$ cat src/rtl/reg8_serial_tx.sv
// reg8_serial_tx: valid/ready parallel-in, start/data/stop serial-out frame transmitter.
// Define REG8_SERIAL_TX_PARITY_EN to insert an even-parity bit between the data and stop bits.
module reg8_serial_tx #(
    parameter int unsigned WIDTH        = 8,
    parameter int unsigned CLKS_PER_BIT = 4,
    parameter bit          LSB_FIRST    = 1'b1
) (
    input  logic             CLK,
    input  logic             reset,
    input  logic             in_valid,
    input  logic [WIDTH-1:0] D,
    output logic             in_ready,
    output logic             tx_out,
    output logic             busy,
    output logic             done
);
    localparam int unsigned CW = (CLKS_PER_BIT > 1) ? $clog2(CLKS_PER_BIT) : 1;
    localparam int unsigned BW = (WIDTH > 1) ? $clog2(WIDTH) : 1;

    localparam logic [2:0] IDLE   = 3'd0;
    localparam logic [2:0] START  = 3'd1;
    localparam logic [2:0] DATA   = 3'd2;
`ifdef REG8_SERIAL_TX_PARITY_EN
    localparam logic [2:0] PARITY = 3'd3;
`endif
    localparam logic [2:0] STOP   = 3'd4;

    logic [2:0]       state, state_nxt;
    logic [WIDTH-1:0] shreg, shreg_nxt;
    logic [BW-1:0]    bit_cnt, bit_nxt;
    logic [CW-1:0]    cyc_cnt, cyc_nxt;
    logic             tx_nxt, ready_nxt, busy_nxt, done_nxt;
`ifdef REG8_SERIAL_TX_PARITY_EN
    logic             par_bit, par_nxt;
`endif

    logic             bit_end;
    logic             head;
    logic [WIDTH-1:0] shifted;

    // Next serial bit sits at the head of the shift register; shifting exposes the one after it.
    assign bit_end = (cyc_cnt == CW'(CLKS_PER_BIT - 1));
    assign head    = LSB_FIRST ? shreg[0] : shreg[WIDTH-1];
    assign shifted = LSB_FIRST ? (shreg >> 1) : (shreg << 1);

    always_ff @(posedge CLK) begin
        if (reset) begin
            state    <= IDLE;
            shreg    <= '0;
            bit_cnt  <= '0;
            cyc_cnt  <= '0;
            tx_out   <= 1'b1;
            in_ready <= 1'b1;
            busy     <= 1'b0;
            done     <= 1'b0;
`ifdef REG8_SERIAL_TX_PARITY_EN
            par_bit  <= 1'b0;
`endif
        end else begin
            state    <= state_nxt;
            shreg    <= shreg_nxt;
            bit_cnt  <= bit_nxt;
            cyc_cnt  <= cyc_nxt;
            tx_out   <= tx_nxt;
            in_ready <= ready_nxt;
            busy     <= busy_nxt;
            done     <= done_nxt;
`ifdef REG8_SERIAL_TX_PARITY_EN
            par_bit  <= par_nxt;
`endif
        end
    end

    // Outputs are computed one cycle ahead so tx_out changes on the same edge as the state.
    always_comb begin
        state_nxt = state;
        shreg_nxt = shreg;
        bit_nxt   = bit_cnt;
        cyc_nxt   = cyc_cnt;
        tx_nxt    = tx_out;
        ready_nxt = in_ready;
        busy_nxt  = busy;
        done_nxt  = 1'b0;
`ifdef REG8_SERIAL_TX_PARITY_EN
        par_nxt   = par_bit;
`endif
        if (state != IDLE) begin
            cyc_nxt = bit_end ? '0 : cyc_cnt + CW'(1);
        end

        case (state)
            IDLE: begin
                if (in_valid && in_ready) begin
                    state_nxt = START;
                    shreg_nxt = D;
                    bit_nxt   = '0;
                    cyc_nxt   = '0;
                    tx_nxt    = 1'b0;
                    ready_nxt = 1'b0;
                    busy_nxt  = 1'b1;
`ifdef REG8_SERIAL_TX_PARITY_EN
                    par_nxt   = ^D;
`endif
                end
            end
            START: begin
                if (bit_end) begin
                    state_nxt = DATA;
                    tx_nxt    = head;
                    shreg_nxt = shifted;
                end
            end
            DATA: begin
                if (bit_end) begin
                    if (bit_cnt == BW'(WIDTH - 1)) begin
`ifdef REG8_SERIAL_TX_PARITY_EN
                        state_nxt = PARITY;
                        tx_nxt    = par_bit;
`else
                        state_nxt = STOP;
                        tx_nxt    = 1'b1;
`endif
                    end else begin
                        bit_nxt   = bit_cnt + BW'(1);
                        tx_nxt    = head;
                        shreg_nxt = shifted;
                    end
                end
            end
`ifdef REG8_SERIAL_TX_PARITY_EN
            PARITY: begin
                if (bit_end) begin
                    state_nxt = STOP;
                    tx_nxt    = 1'b1;
                end
            end
`endif
            STOP: begin
                if (bit_end) begin
                    state_nxt = IDLE;
                    done_nxt  = 1'b1;
                    ready_nxt = 1'b1;
                    busy_nxt  = 1'b0;
                    tx_nxt    = 1'b1;
                end
            end
            default: begin
                state_nxt = IDLE;
                tx_nxt    = 1'b1;
                ready_nxt = 1'b1;
                busy_nxt  = 1'b0;
            end
        endcase
    end
endmodule

$ cat config.mk
export PLATFORM = sky130hd
export DESIGN_NAME = reg8_serial_tx
export DESIGN_NICKNAME = d
export VERILOG_FILES = /design/src/rtl/reg8_serial_tx.sv
export SDC_FILE = /design/constraint.sdc
export NUM_CORES = 1
export LEC_CHECK = 0
export CAP_MARGIN = 20
export CORE_AREA = 2 2 54 46
export CTS_CLUSTER_DIAMETER = 120
export DETAILED_ROUTE_END_ITERATION = 8
export DIE_AREA = 0 0 56 48
export PLACE_DENSITY = 0.75
export SKIP_CTS_REPAIR_TIMING = 1
export SLEW_MARGIN = 40
export SYNTH_ARGS = -nofsm -noshare
export SYNTH_HDL_FRONTEND = slang
export SYNTH_SLANG_ARGS = --single-unit
$ cat constraint.sdc
create_clock -name CLK -period 2 [get_ports CLK]
set_input_delay 0.4 -clock CLK [delete_from_list [all_inputs] [get_ports CLK]]
set_output_delay 0.4 -clock CLK [all_outputs]
set_load 0.005 [all_outputs]
# Word level (Yosys, flattened, before mapping)
# Cells that the tools add are included.
[word_totals] rom_bits=0 elab_cells=65 register_bits=20 latch_bits=0 mem_bits_rw=0 n_memories=0
[classes] div_mod_pow=0 bitwise_logic=2 n_eq_ne=11 mux=30 order_cmp=0 addsub=2 shifts=0 n_reduce_logical=12 mul=0
[op_table] op="$mux W8" n=4
[op_table] op="$mux W3" n=8
[op_table] op="$pmux W8 S3" n=1
[op_table] op="$ne A2 B2 Y1 const B" n=6
[op_table] op="$pmux W3 S4" n=1
[op_table] op="$reduce_and A5 Y1" n=2
[op_table] op="$mux W1" n=8
[op_table] op="$mux W2" n=4
[op_table] op="$reduce_and A4 Y1" n=2
[op_table] op="$eq A3 B3 Y1 const B" n=2
[op_table] op="$pmux W1 S3" n=2
[op_table] op="$pmux W3 S2" n=1
[op_table] op="$reduce_bool A3 Y1" n=2
[op_table] op="$pmux W1 S4" n=1
[op_table] op="$reduce_or A2 Y1" n=2
[op_table] op="$add A3 B1 Y3 const B" n=1
[op_table] op="$eq A3 B1 Y1 const B" n=1
[op_table] op="$eq A3 B2 Y1 const B" n=1
[op_table] op="$logic_not A3 Y1" n=1
[op_table] op="$reduce_and A3 Y1" n=1
[op_table] op="$add A2 B1 Y2 const B" n=1
[op_table] op="$eq A2 B2 Y1 const B" n=1
[op_table] op="$not A1 Y1" n=2
[op_table] op="$reduce_bool A2 Y1" n=1
[op_table] op="$logic_and A1 B1 Y1" n=1

# Longest topological paths before layout
# Gate-level depths: netlist (run 1).
[depth] ltp_word=5 depth_mapped=7 mapped_depth_nobuf=6

# Worst setup path after synthesis (run 1)
# No wires, ideal clock.
[synth_timing] path_kind="register to register" start="register bit_cnt[0]" end="register shreg[0]" path_slack_ns=0.326 synth_period_minus_slack_ns=1.674 arrival_ns=1.537 path_stages_with_launch=8 setup_time_ns=0.137 path_cell_list="dfxtp_1 ha_1 ha_1 or3b_4 o21ai_4 and2_1 buf_6 a211oi_2"
[synth_via] elab_chain_cells=3
[synth_lines] item="from (decl)" line="30" source="logic [BW-1:0] bit_cnt, bit_nxt;"
[synth_lines] item="from (signal assigned)" line="62" source="bit_cnt <= bit_nxt;"
[synth_lines] item="$eq A3 B3 Y1" line="115" source="if (bit_cnt == BW'(WIDTH - 1)) begin"
[synth_lines] item="$ne A2 B2 Y1 (no source line)"
[synth_lines] item="$reduce_and A5 Y1 (no source line)"
[synth_lines] item="to (signal assigned)" line="61" source="shreg <= shreg_nxt;"
[synth_lines] item="to (decl)" line="29" source="logic [WIDTH-1:0] shreg, shreg_nxt;"
# Every way passes these cells.
# A chain may end at the register's enable or synchronous reset.

# Final worst setup path (run 1)
[layout_timing] start="register bit_cnt[0]" end="register shreg[4]"
# Same word-level chain as after synthesis.

==> run_results.csv, run 1 <==
group,metric,value,unit
cts,clockRootBuffer,"clkbuf_4",
logic_synthesis,yosys-top-cells-count,"dfxtp_1 (20), a21oi_1 (17), nor2_1 (9)",
detailed_routing,dr.pass1.iters,4,
floorplan,coreArea,2100,sq um
timing,relSlewSlack,64.8,%
place,place_congestion,0.712,
logic_synthesis,synthCells,115,
global_routing,grt_max_degree,15,
cts,clk_pin_slew,0.10,ns
timing,setup_viol,0,
pwr,swShare,29.2,%
global_routing,grt_pass1_vias,730,
cts,cts.sinks,20,
global_routing,gr-total-overflow,0,
finish,n_fill_cell,192,
global_routing,grt_usage,16.5,%
detailed_routing,viasPerCell,5.63,
finish,seq_area,400,sq um
worst_setup_path,reg2regPathDepth,6,
pwr,p_switching,0.255,mW
logic_synthesis,syn-cell-area,1090,sq um
finish,syn2layout_area_growth,16.4,%
worst_setup_path,reg2reg_from,"bit_cnt[0]$_SDFFE_PP0P_",
logic_synthesis,synth_nets,129,
cts,cts_buffers,3,
finish,design_area,1270,sq um
pwr,comb_power_share,25.2,%
cts,clk_latency,0.30,ns
worst_setup_path,cp-start-kind,"flop",
pwr,clkPwrFrac,21.6,%
timing,fin_crit_sh,91.2,%
place,port_buffers,14,
worst_setup_path,slowest_delay,0.42,ns
timing,drv_slew,0,
place,dp_hpwl,1600,microns
pwr,p_seq_share,53.2,%
worst_setup_path,critPathBufInv,0,
floorplan,dieArea,2690,sq um
worst_setup_path,r2r-end,"shreg[4]$_SDFFE_PP0P_",
logic_synthesis,synth-seq-cells,20,
timing,grt_setup_unrepaired,"no",
logic_synthesis,yosys-top-cells-area,"dfxtp_1 (37%), a211oi_2 (8.0%), a21oi_1 (7.8%), mux2i_1 (6.4%), ha_1 (3.4%)",
cts,htree_levels,1,
timing,fin_setup_tns,0,ns
worst_setup_path,path_max_fanout,9,
logic_synthesis,synth_ff_type,"dfxtp_1",
timing,fin_ws,0.177,ns
timing,fmaxAchievable,0.548,GHz
min_path,worstHoldEndpoint,"bit_cnt[1]$_SDFFE_PP0P_",
finish,fin_util,60.3,%
detailed_routing,drc,0,
global_routing,grt_pass1_wl,3340,microns
worst_setup_path,critPathKind,"flop to flop",
floorplan,ios,15,
timing,hold_viol_final,0,
pwr,powerDensity,688,nW/um^2
cts,cts_tree,"built",
floorplan,initial_core_util,51.8,%
timing,clock_skew,0.00553,ns
worst_setup_path,worst_path_max_delay_cell,"or3b_4",
place,postPlaceCellArea,1240,sq um
worst_setup_path,cpLargestDelayFamily,"simple AND/OR/NAND/NOR gates",
pwr,peakVddDrop,0.000491,V
detailed_routing,ant_nets,0,
place,pre_cts_ws,0.0489,ns
logic_synthesis,synth_top_area_share,36.8,%
status,run_status,"finished clean",
min_path,hp-start,"bit_cnt[1]$_SDFFE_PP0P_",
min_path,min_path_cells,2,
worst_setup_path,critical_path.startpoint,"bit_cnt[0]$_SDFFE_PP0P_",
detailed_routing,drt_iter0_markers,34,
place,place_inst,152,
logic_synthesis,avgSynthCellArea,9.47,sq um
timing,min_period,1.82,ns
logic_synthesis,async_reset_ff_share,0,%
pwr,p_int,0.617,mW
logic_synthesis,yosysMostFrequentCell,"dfxtp_1",
floorplan,die_h,48,microns
floorplan,fp.dieW,56,microns
finish,diodes,0,
worst_setup_path,cp.required,2.18,ns
detailed_routing,wl,2090,microns
detailed_routing,vias,872,
finish,nNetsFinal,146,
worst_setup_path,endpoint_kind,"flop",
worst_setup_path,cp.arrival,2.01,ns
global_routing,antenna_found_initial,0,
floorplan,num_rows,15,
detailed_routing,wire_per_inst,13.5,microns
finish,multiInputGateArea,624,sq um
min_path,hp-class,"flop to flop",
logic_synthesis,yosysSeqAreaShare,36.8,%
worst_setup_path,crit_chain,"ha_1, ha_1, or3b_4, o21ai_4, and2_2, a211oi_2",
timing,worstMarginPinSlew,0.527,ns
finish,fin_cells,155,
logic_synthesis,synth_cell_types,40,
logic_synthesis,yosysWarnings,0,
flow_run,maxCapViolCount,0,
pwr,leakage,0.464,nW
logic_synthesis,synth_largest_area_cell,"dfxtp_1",
cts,clockBufferDepth,2,
logic_synthesis,synth_edf_count,0,
worst_setup_path,worst-r2r-setup-slack,0.18,ns
finish,drive_gt1_share,19.2,%
worst_setup_path,critPathMostFrequentCell,"ha_1",
[registers in the layout, indices dropped and copies added (netlist names)]
name	flops
shreg	8
in_ready	1
state	3
tx_out	1
cyc_cnt	2
busy	1
bit_cnt	3
done	1
[layer usage]
metal	global-route usage [%]	vias to the layer above	wire length, microns
li1	-	447	-
met4	4.29	0	14
met3	5.68	2	96
met1	21.4	405	1070
met2	27.1	18	912
met5	0	-	0
[through the flow]
stage	total power [mW]	hold slack, ns
6_report	0.872	0.483
5_1_grt	0.918	0.513
4_1_cts	0.882	0.487
3_5_place_dp	0.693	0.471
3_3_place_gp	0.687	0.462
2_1_floorplan	0.631	0.452
[worst max-delay path by stage]
stage / end / slack, ns / cells after the start
after floorplan: shreg[0]$_SDFFE_PP0P_ / 0.33 / 7
after global placement: shreg[2]$_SDFFE_PP0P_ / 0.14 / 6
after detailed placement: shreg[4]$_SDFFE_PP0P_ / 0.05 / 6
after CTS: shreg[4]$_SDFFE_PP0P_ / 0.03 / 6
after global routing: shreg[1]$_SDFFE_PP0P_ / 0.09 / 6
final: shreg[4]$_SDFFE_PP0P_ / 0.18 / 6
[power by group through the flow]
stage	clock, mW	combinational (mW)	sequential (mW)
6_report	0.188	0.220	0.464
5_1_grt	0.209	0.240	0.469
3_5_place_dp	0	0.220	0.473
2_1_floorplan	0	0.170	0.461
4_1_cts	0.197	0.221	0.464
3_3_place_gp	0	0.217	0.471
[logic make-up (layout without fill, tap and decap cells)]
group                    Yosys count  after routing  synth area share (%)
AO/OA/AOI/OAI                     38             38                  26.6
AND/OR/NAND/NOR                   36             36                  19.3
flip-flops                        20             20                  36.8
buffers and inverters             10             25                  5.98
multiplexers                       7              7                  6.44
adder cells (fa/ha/maj)            3              3                  3.45
XOR/XNOR                           1              1                  1.49
[cells in the final DEF (no fill, tap or decap), drive strengths merged, types with 2 or more instances in the layout]
| cell type | instances |
|---|---|
| a211oi | 7 |
| a21oi | 18 |
| buf | 5 |
| clkbuf | 3 |
| clkdlybuf4s50 | 14 |
| dfxtp | 20 |
| ha | 3 |
| inv | 3 |
| mux2i | 7 |
| nand2 | 5 |
| nand2b | 2 |
| nand3 | 4 |
| nor2 | 10 |
| nor2b | 2 |
| nor3 | 5 |
| o21a | 2 |
| o21ai | 5 |
| or3 | 2 |
[final cells by class]
cell class | instances | share of cell area, %
inverter | 3 | 0.888
multi-input combinational | 85 | 49.3
sequential | 20 | 31.6
clock buffer | 3 | 1.78
timing repair buffer | 19 | 14.0
tap | 25 | 2.47
[worst register-to-register path, stage by stage, from the launching register on]
cell      delay [ns]
dfxtp_1         0.34
ha_1            0.20
ha_1            0.23
or3b_4          0.42
o21ai_4         0.12
and2_2          0.32
a211oi_2        0.10
Power figures use the tool's default switching activity.
==> run 2, diff against run 1 <==
--- a/config.mk
+++ b/config.mk
@@ -12,7 +12,7 @@
 export DIE_AREA = 0 0 56 48
 export PLACE_DENSITY = 0.75
 export SKIP_CTS_REPAIR_TIMING = 1
-export SLEW_MARGIN = 40
+export SLEW_MARGIN = 30
 export SYNTH_ARGS = -nofsm -noshare
 export SYNTH_HDL_FRONTEND = slang
 export SYNTH_SLANG_ARGS = --single-unit
==> results of run 2 <==
Same layout as run 1: the final DEF is identical, and so are final timing and power.
